File: config.mk
export PLATFORM = sky130hd
export DESIGN_NAME = multicycle_control
export DESIGN_NICKNAME = d
export VERILOG_FILES = /design/src/rtl/multicycle_control.sv
export SDC_FILE = /design/constraint.sdc
export NUM_CORES = 1
export LEC_CHECK = 0
export BUFFER_PORTS_ARGS = -buffer_cell sky130_fd_sc_hd__buf_2
export CAP_MARGIN = 30
export CORE_MARGIN = 5
export CORE_UTILIZATION = 50
export DETAILED_ROUTE_END_ITERATION = 7
export PLACE_DENSITY = 0.81
export SETUP_SLACK_MARGIN = 0.2
export SYNTH_ARGS = -nofsm -noshare
export SYNTH_HDL_FRONTEND = slang
export SYNTH_SLANG_ARGS = --single-unit
File: constraint.sdc
create_clock -name Clk -period 3.2 [get_ports Clk]
set_clock_uncertainty 0.1 [all_clocks]
set_input_delay 0.16 -clock Clk [delete_from_list [all_inputs] [get_ports Clk]]
set_output_delay 0.16 -clock Clk [all_outputs]
set_load 0.005 [all_outputs]
File: src/rtl/multicycle_control.sv
// Multi-cycle control FSM for the CHARIS-style 32-bit processor.
// Sequences IF -> DEC -> EXEC -> [MEM] -> [WB] one instruction at a time,
// driving fetch (PC/IR) and datapath controls. All outputs are gated by Reset.
module multicycle_control #(
  parameter int MEM_TIMEOUT = 255
) (
  input  logic        Clk,
  input  logic        Reset,
  input  logic [31:0] Instr,
  input  logic        ALU_zero,
  input  logic        MEM_Ready,
  output logic        PC_Sel,
  output logic        PC_LdEn,
  output logic        IR_LdEn,
  output logic        RF_WrEn,
  output logic        RF_WrData_sel,
  output logic        RF_B_sel,
  output logic        ALU_Bin_sel,
  output logic [1:0]  ImmExt,
  output logic [3:0]  ALU_func,
  output logic        MEM_WrEn,
  output logic        ByteOp,
  output logic        Illegal,
  output logic [2:0]  State
);

  localparam int CW = (MEM_TIMEOUT < 2) ? 1 : $clog2(MEM_TIMEOUT + 1);
  // Counter value seen during the last tolerated stalled MEM cycle.
  localparam logic [CW-1:0] TO_LAST = (MEM_TIMEOUT > 0) ? CW'(MEM_TIMEOUT - 1) : '0;

  typedef enum logic [2:0] {
    S_IF   = 3'd0,
    S_DEC  = 3'd1,
    S_EXEC = 3'd2,
    S_MEM  = 3'd3,
    S_WB   = 3'd4
  } state_t;

  typedef enum logic [3:0] {
    C_R, C_LI, C_LUI, C_ADDI, C_ANDI, C_ORI,
    C_B, C_BEQ, C_BNE, C_LB, C_LW, C_SB, C_SW, C_BAD
  } cls_t;

  state_t         state_q, state_d;
  logic [5:0]     op_q;
  logic [3:0]     func_q;
  logic [CW-1:0]  cnt_q, cnt_d;
  cls_t           cls;

  // Bits of the instruction word this block never looks at.
  logic unused_instr;
  assign unused_instr = ^Instr[25:4];

  // Decoded per-instruction attributes.
  logic       is_branch, is_load, is_store, is_byte;
  logic [3:0] dec_func;
  logic       dec_bin, dec_bsel;
  logic [1:0] dec_imm;

  // Combinational outputs before reset gating.
  logic       pc_sel_c, pc_ld_c, ir_ld_c, rf_wr_c, wdsel_c, bsel_c, bin_c;
  logic [1:0] imm_c;
  logic [3:0] func_c;
  logic       mem_wr_c, byte_c, illegal_c;

  // State, latched opcode/func and MEM stall counter.
  always_ff @(posedge Clk or posedge Reset) begin
    if (Reset) begin
      state_q <= S_IF;
      op_q    <= '0;
      func_q  <= '0;
      cnt_q   <= '0;
    end else begin
      state_q <= state_d;
      cnt_q   <= cnt_d;
      if (state_q == S_IF) begin
        op_q   <= Instr[31:26];
        func_q <= Instr[3:0];
      end
    end
  end

  // Opcode classification and the static datapath controls it implies.
  always_comb begin
    cls = C_BAD;
    case (op_q)
      6'b100000: cls = C_R;
      6'b111000: cls = C_LI;
      6'b111001: cls = C_LUI;
      6'b110000: cls = C_ADDI;
      6'b110010: cls = C_ANDI;
      6'b110011: cls = C_ORI;
      6'b111111: cls = C_B;
      6'b000000: cls = C_BEQ;
      6'b000001: cls = C_BNE;
      6'b000011: cls = C_LB;
      6'b001111: cls = C_LW;
      6'b000111: cls = C_SB;
      6'b011111: cls = C_SW;
      default:   cls = C_BAD;
    endcase
    is_branch = (cls == C_B) || (cls == C_BEQ) || (cls == C_BNE);
    is_load   = (cls == C_LB) || (cls == C_LW);
    is_store  = (cls == C_SB) || (cls == C_SW);
    is_byte   = (cls == C_LB) || (cls == C_SB);
    dec_bin   = is_load || is_store || (cls == C_LI) || (cls == C_LUI) ||
                (cls == C_ADDI) || (cls == C_ANDI) || (cls == C_ORI);
    dec_bsel  = is_store || (cls == C_BEQ) || (cls == C_BNE);
    dec_imm   = 2'b00;
    if ((cls == C_ANDI) || (cls == C_ORI)) dec_imm = 2'b01;
    else if (cls == C_LUI)                 dec_imm = 2'b10;
    else if (is_branch)                    dec_imm = 2'b11;
    dec_func = 4'b0000;
    case (cls)
      C_R:          dec_func = func_q;
      C_ANDI:       dec_func = 4'b0010;
      C_ORI:        dec_func = 4'b0011;
      C_BEQ, C_BNE: dec_func = 4'b0001;
      default:      dec_func = 4'b0000;
    endcase
  end

  // Next-state and per-cycle control outputs.
  always_comb begin
    state_d   = state_q;
    cnt_d     = cnt_q;
    pc_sel_c  = 1'b0;
    pc_ld_c   = 1'b0;
    ir_ld_c   = 1'b0;
    rf_wr_c   = 1'b0;
    wdsel_c   = 1'b0;
    bsel_c    = 1'b0;
    bin_c     = 1'b0;
    imm_c     = 2'b00;
    func_c    = 4'b0000;
    mem_wr_c  = 1'b0;
    byte_c    = 1'b0;
    illegal_c = 1'b0;

    // Static controls held from DEC onward so they stay stable across stalls.
    if (state_q != S_IF && cls != C_BAD) begin
      bsel_c = dec_bsel;
      bin_c  = dec_bin;
      imm_c  = dec_imm;
      func_c = dec_func;
    end

    case (state_q)
      S_IF: begin
        ir_ld_c = 1'b1;
        state_d = S_DEC;
      end
      S_DEC: begin
        if (cls == C_BAD) begin
          pc_ld_c   = 1'b1;
          illegal_c = 1'b1;
          state_d   = S_IF;
        end else begin
          state_d = S_EXEC;
        end
      end
      S_EXEC: begin
        if (is_branch) begin
          pc_ld_c  = 1'b1;
          pc_sel_c = (cls == C_B) ? 1'b1 : (cls == C_BEQ) ? ALU_zero : ~ALU_zero;
          state_d  = S_IF;
        end else if (is_load || is_store) begin
          state_d = S_MEM;
        end else begin
          state_d = S_WB;
        end
      end
      S_MEM: begin
        mem_wr_c = is_store;
        byte_c   = is_byte;
        if (MEM_Ready) begin
          cnt_d = '0;
          if (is_store) begin
            pc_ld_c = 1'b1;
            state_d = S_IF;
          end else begin
            state_d = S_WB;
          end
        end else if (MEM_TIMEOUT != 0 && cnt_q == TO_LAST) begin
          // Abandon the access: skip the instruction like a NOP.
          illegal_c = 1'b1;
          pc_ld_c   = 1'b1;
          cnt_d     = '0;
          state_d   = S_IF;
        end else begin
          cnt_d = cnt_q + 1'b1;
        end
      end
      S_WB: begin
        rf_wr_c = 1'b1;
        pc_ld_c = 1'b1;
        wdsel_c = is_load;
        byte_c  = is_byte;
        state_d = S_IF;
      end
      default: state_d = S_IF;
    endcase
  end

  assign PC_Sel        = pc_sel_c  & ~Reset;
  assign PC_LdEn       = pc_ld_c   & ~Reset;
  assign IR_LdEn       = ir_ld_c   & ~Reset;
  assign RF_WrEn       = rf_wr_c   & ~Reset;
  assign RF_WrData_sel = wdsel_c   & ~Reset;
  assign RF_B_sel      = bsel_c    & ~Reset;
  assign ALU_Bin_sel   = bin_c     & ~Reset;
  assign ImmExt        = Reset ? 2'b00   : imm_c;
  assign ALU_func      = Reset ? 4'b0000 : func_c;
  assign MEM_WrEn      = mem_wr_c  & ~Reset;
  assign ByteOp        = byte_c    & ~Reset;
  assign Illegal       = illegal_c & ~Reset;
  assign State         = Reset ? 3'd0 : state_q;

endmodule

==> results by group <==
Yosys
  – Synth warnings: 0
  – Synth top area share: 34.74%
  – Synth Register Bits: 21
  – Number of flops mapped to enable cells by yosys: 0
  – Net count after synthesis: roughly 240
  – Post-Synthesis Cells: 197
  – Synth area leaders: dfrtp_1 35%, nand2_1 10%, o21ai_1 5.3%, nor2_1 4.2%, nor2b_1 2.9%
  – Post-synth ARST share: 100.0%
  – Syn Std Cell Area: 1513 um^2
  – Netlist cell types: 48
  – Avg Cell Area, Syn: ~7.7 um^2
  – Seq/Total Area, Yosys: about a third
  – Prevailing post-synth register cell: dfrtp_1
  – Post-synth top area cell: dfrtp_1

Critical path
  – Bufs and invs on worst path: 1
  – CP endpoint kind: output pin
  – CP arrival: around 2.2 ns
  – Critical Path Max Stage Delay: 0.69 ns
  – Critical Path Source Type: register
  – CP max-delay cell: dfrtp_1
  – Critical path data required time: 2.94 ns
  – Crit path max-delay family: flip-flops
  – Critical path cell sequence: nand2_1, nor2_1, nand3_1, o31a_1, a31oi_1, buf_2
  – Crit Path Class: register to output pin
  – Crit path max fanout: 16

Placed design
  – HPWL after DPL: 2474 um
  – Final Wtd Congestion: 0.9043
  – Buffers on Ports: 32

GRT
  – Gr ovfl total: 0
  – GRT Total Usage: 18.02%
  – First-pass GRT wire length: 6113 um
  – Initial antenna violation count: 0
  – Number of global-route vias before repair: roughly 1.3k
  – Pin count of the biggest net entering global routing: 22

CTS
  – CTS root buf: clkbuf_4
  – H-tree Lvls: 1
  – Clock transition at path regs: 0.13 ns
  – Clock Sinks: 21
  – # Post-CTS Setup Buffers: 0
  – Skew-Pair Late Insertion Delay: 0.31 ns
  – Clock tree buffer depth: 2
  – CTS buffer count: 3
  – CTS tree: done
  – CTS Hold Buffers Added: 10
  – Quantity of gates resized following cts: 0

Floorplanning
  – Die width: 65.01 um
  – DIE AREA: 4226 um^2
  – Initial Util: 50.80%
  – IO Pins: 55
  – Die Span Y: 65.01 um
  – Total core area: about 3000 um^2
  – Row count: 20

Routing
  – Total detailed-routing wirelength: 3694 um
  – First-pass DRT Iterations: 4
  – DRC: 0
  – Per-cell routed wire length: 13.99 um
  – Vias per inst: approximately 5.6
  – DRT iter0 DRCs: 58
  – Vias: 1487
  – Post-DRT Antenna Nets: 0

Pwr
  – Tot Pwr: 1.445 mW
  – PwrDens: 810.4 nW/um^2
  – VDD IR max: between 0.0005 and 0.0006 V
  – Lkg Pwr: 0.8400 nW

Timing
  – Slew Limit Fails: 0
  – Worst slew margin: between 40 and 50%
  – Setup violations, final: 0
  – Fmax: 405.6 MHz
  – Period utilization: 77.05%
  – RSZ-0062 raised after global routing: no
  – Sum Neg Setup Slack: 0 ns
  – Final Hold Fails: 0
  – Final Critical Period: 2.465 ns
  – Worst-Margin Slew: 0.8260 ns

Finish
  – Most common cell after layout, fill and taps aside: nand2_1
  – Fill count: 275
  – Layout area overhead: 17.87%
  – Diodes inserted: 0
  – Layout cells sized above 1: 19.91%
  – Commonest cells after routing, fill and taps aside: 41 x nand2_1, 32 x buf_2, 21 x dfrtp_1
  – Final nets: 270

Hold path
  – Worst min path class: input pin to asynchronous set/reset pin

Run
  – Max Cap Viol: 0

Run status
  – Status: finished clean
kinds of logic after synthesis:
kind of cell             count (synthesis)  synth area share (%)
AND/OR/NAND/NOR                        103                 34.00
AO/OA/AOI/OAI                           48                 22.09
buffers and inverters                   21                 6.369
XOR/XNOR                                 2                 1.158
adder cells (fa/ha/maj)                  2                 1.654
flip-flops                              21                 34.74
state kept, by name, summed over array words and instances, names as in the netlist:
register / cells
cnt_q: 8
func_q: 4
op_q: 6
state_q: 3
synthesized netlist by cell type (all sizes together), types with 3 or more instances:
cell type  count
o21ai         20
nand3          8
nand2b         4
nand2         41
buf            9
a21oi          7
a31oi          3
and3           3
nor3           8
clkbuf         4
inv            8
o31ai          4
dfrtp         21
nor2          17
nor4           5
nor2b          7
routing by layer:
layer  part of all wire (%)  wire length, um  global-route usage, %  vias to the layer above
li1                       -                -                      -                      759
met1                     48             1788                  26.30                      684
met2                     45             1673                  27.71                       36
met3                    4.4              164                  2.773                        8
met4                    1.8               68                  4.485                        0
met5                      0                0                      0                        -
through the flow:
step	setup WS, ns	utilization, %	hold WS [ns]	area [um^2]	std cells
CTS	0.7730	59.87	0.07000	1783	264
global route	0.6476	59.87	0.08604	1783	264
finish	0.7345	59.87	0.07029	1783	264
detailed placement	1.160	55.59	0.2517	1655	250
floorplan	1.531	-	0.1654	1513	197
global placement	1.151	55.59	0.2480	1655	250
power by group:
part           switching [mW]  internal, mW  total (mW)
Sequential              0.224         0.363       0.587
Combinational           0.408         0.314       0.722
Clock                  0.0892        0.0467       0.136
Total                   0.722         0.723        1.44
area by class of cell:
cell class	count	area, um^2	share of cell area [%]
well taps	33	41.29	2.316
inverters	8	30.03	1.684
clock inverters	1	5.005	0.2807
repair buffers	43	267.8	15.02
flip-flops and latches	21	525.5	29.47
clock buffers	3	22.52	1.263
multi-input cells	155	890.9	49.96
final timing paths:
kind                            depth (start not counted)       from         end  slack [ns]
worst max-delay path                                    6    op_q[1]     PC_LdEn        0.73
min in group Clk                                        3  MEM_Ready  state_q[2]        0.07
worst min register to register                          2  func_q[2]   func_q[2]        0.39
worst min-delay path                                    2      Reset     op_q[3]        0.07
worst max register to register                          7   cnt_q[0]    cnt_q[7]        1.21
max in group asynchronous                               2      Reset    cnt_q[4]        2.42
No activity file was read; power rests on OpenSTA's default activity.
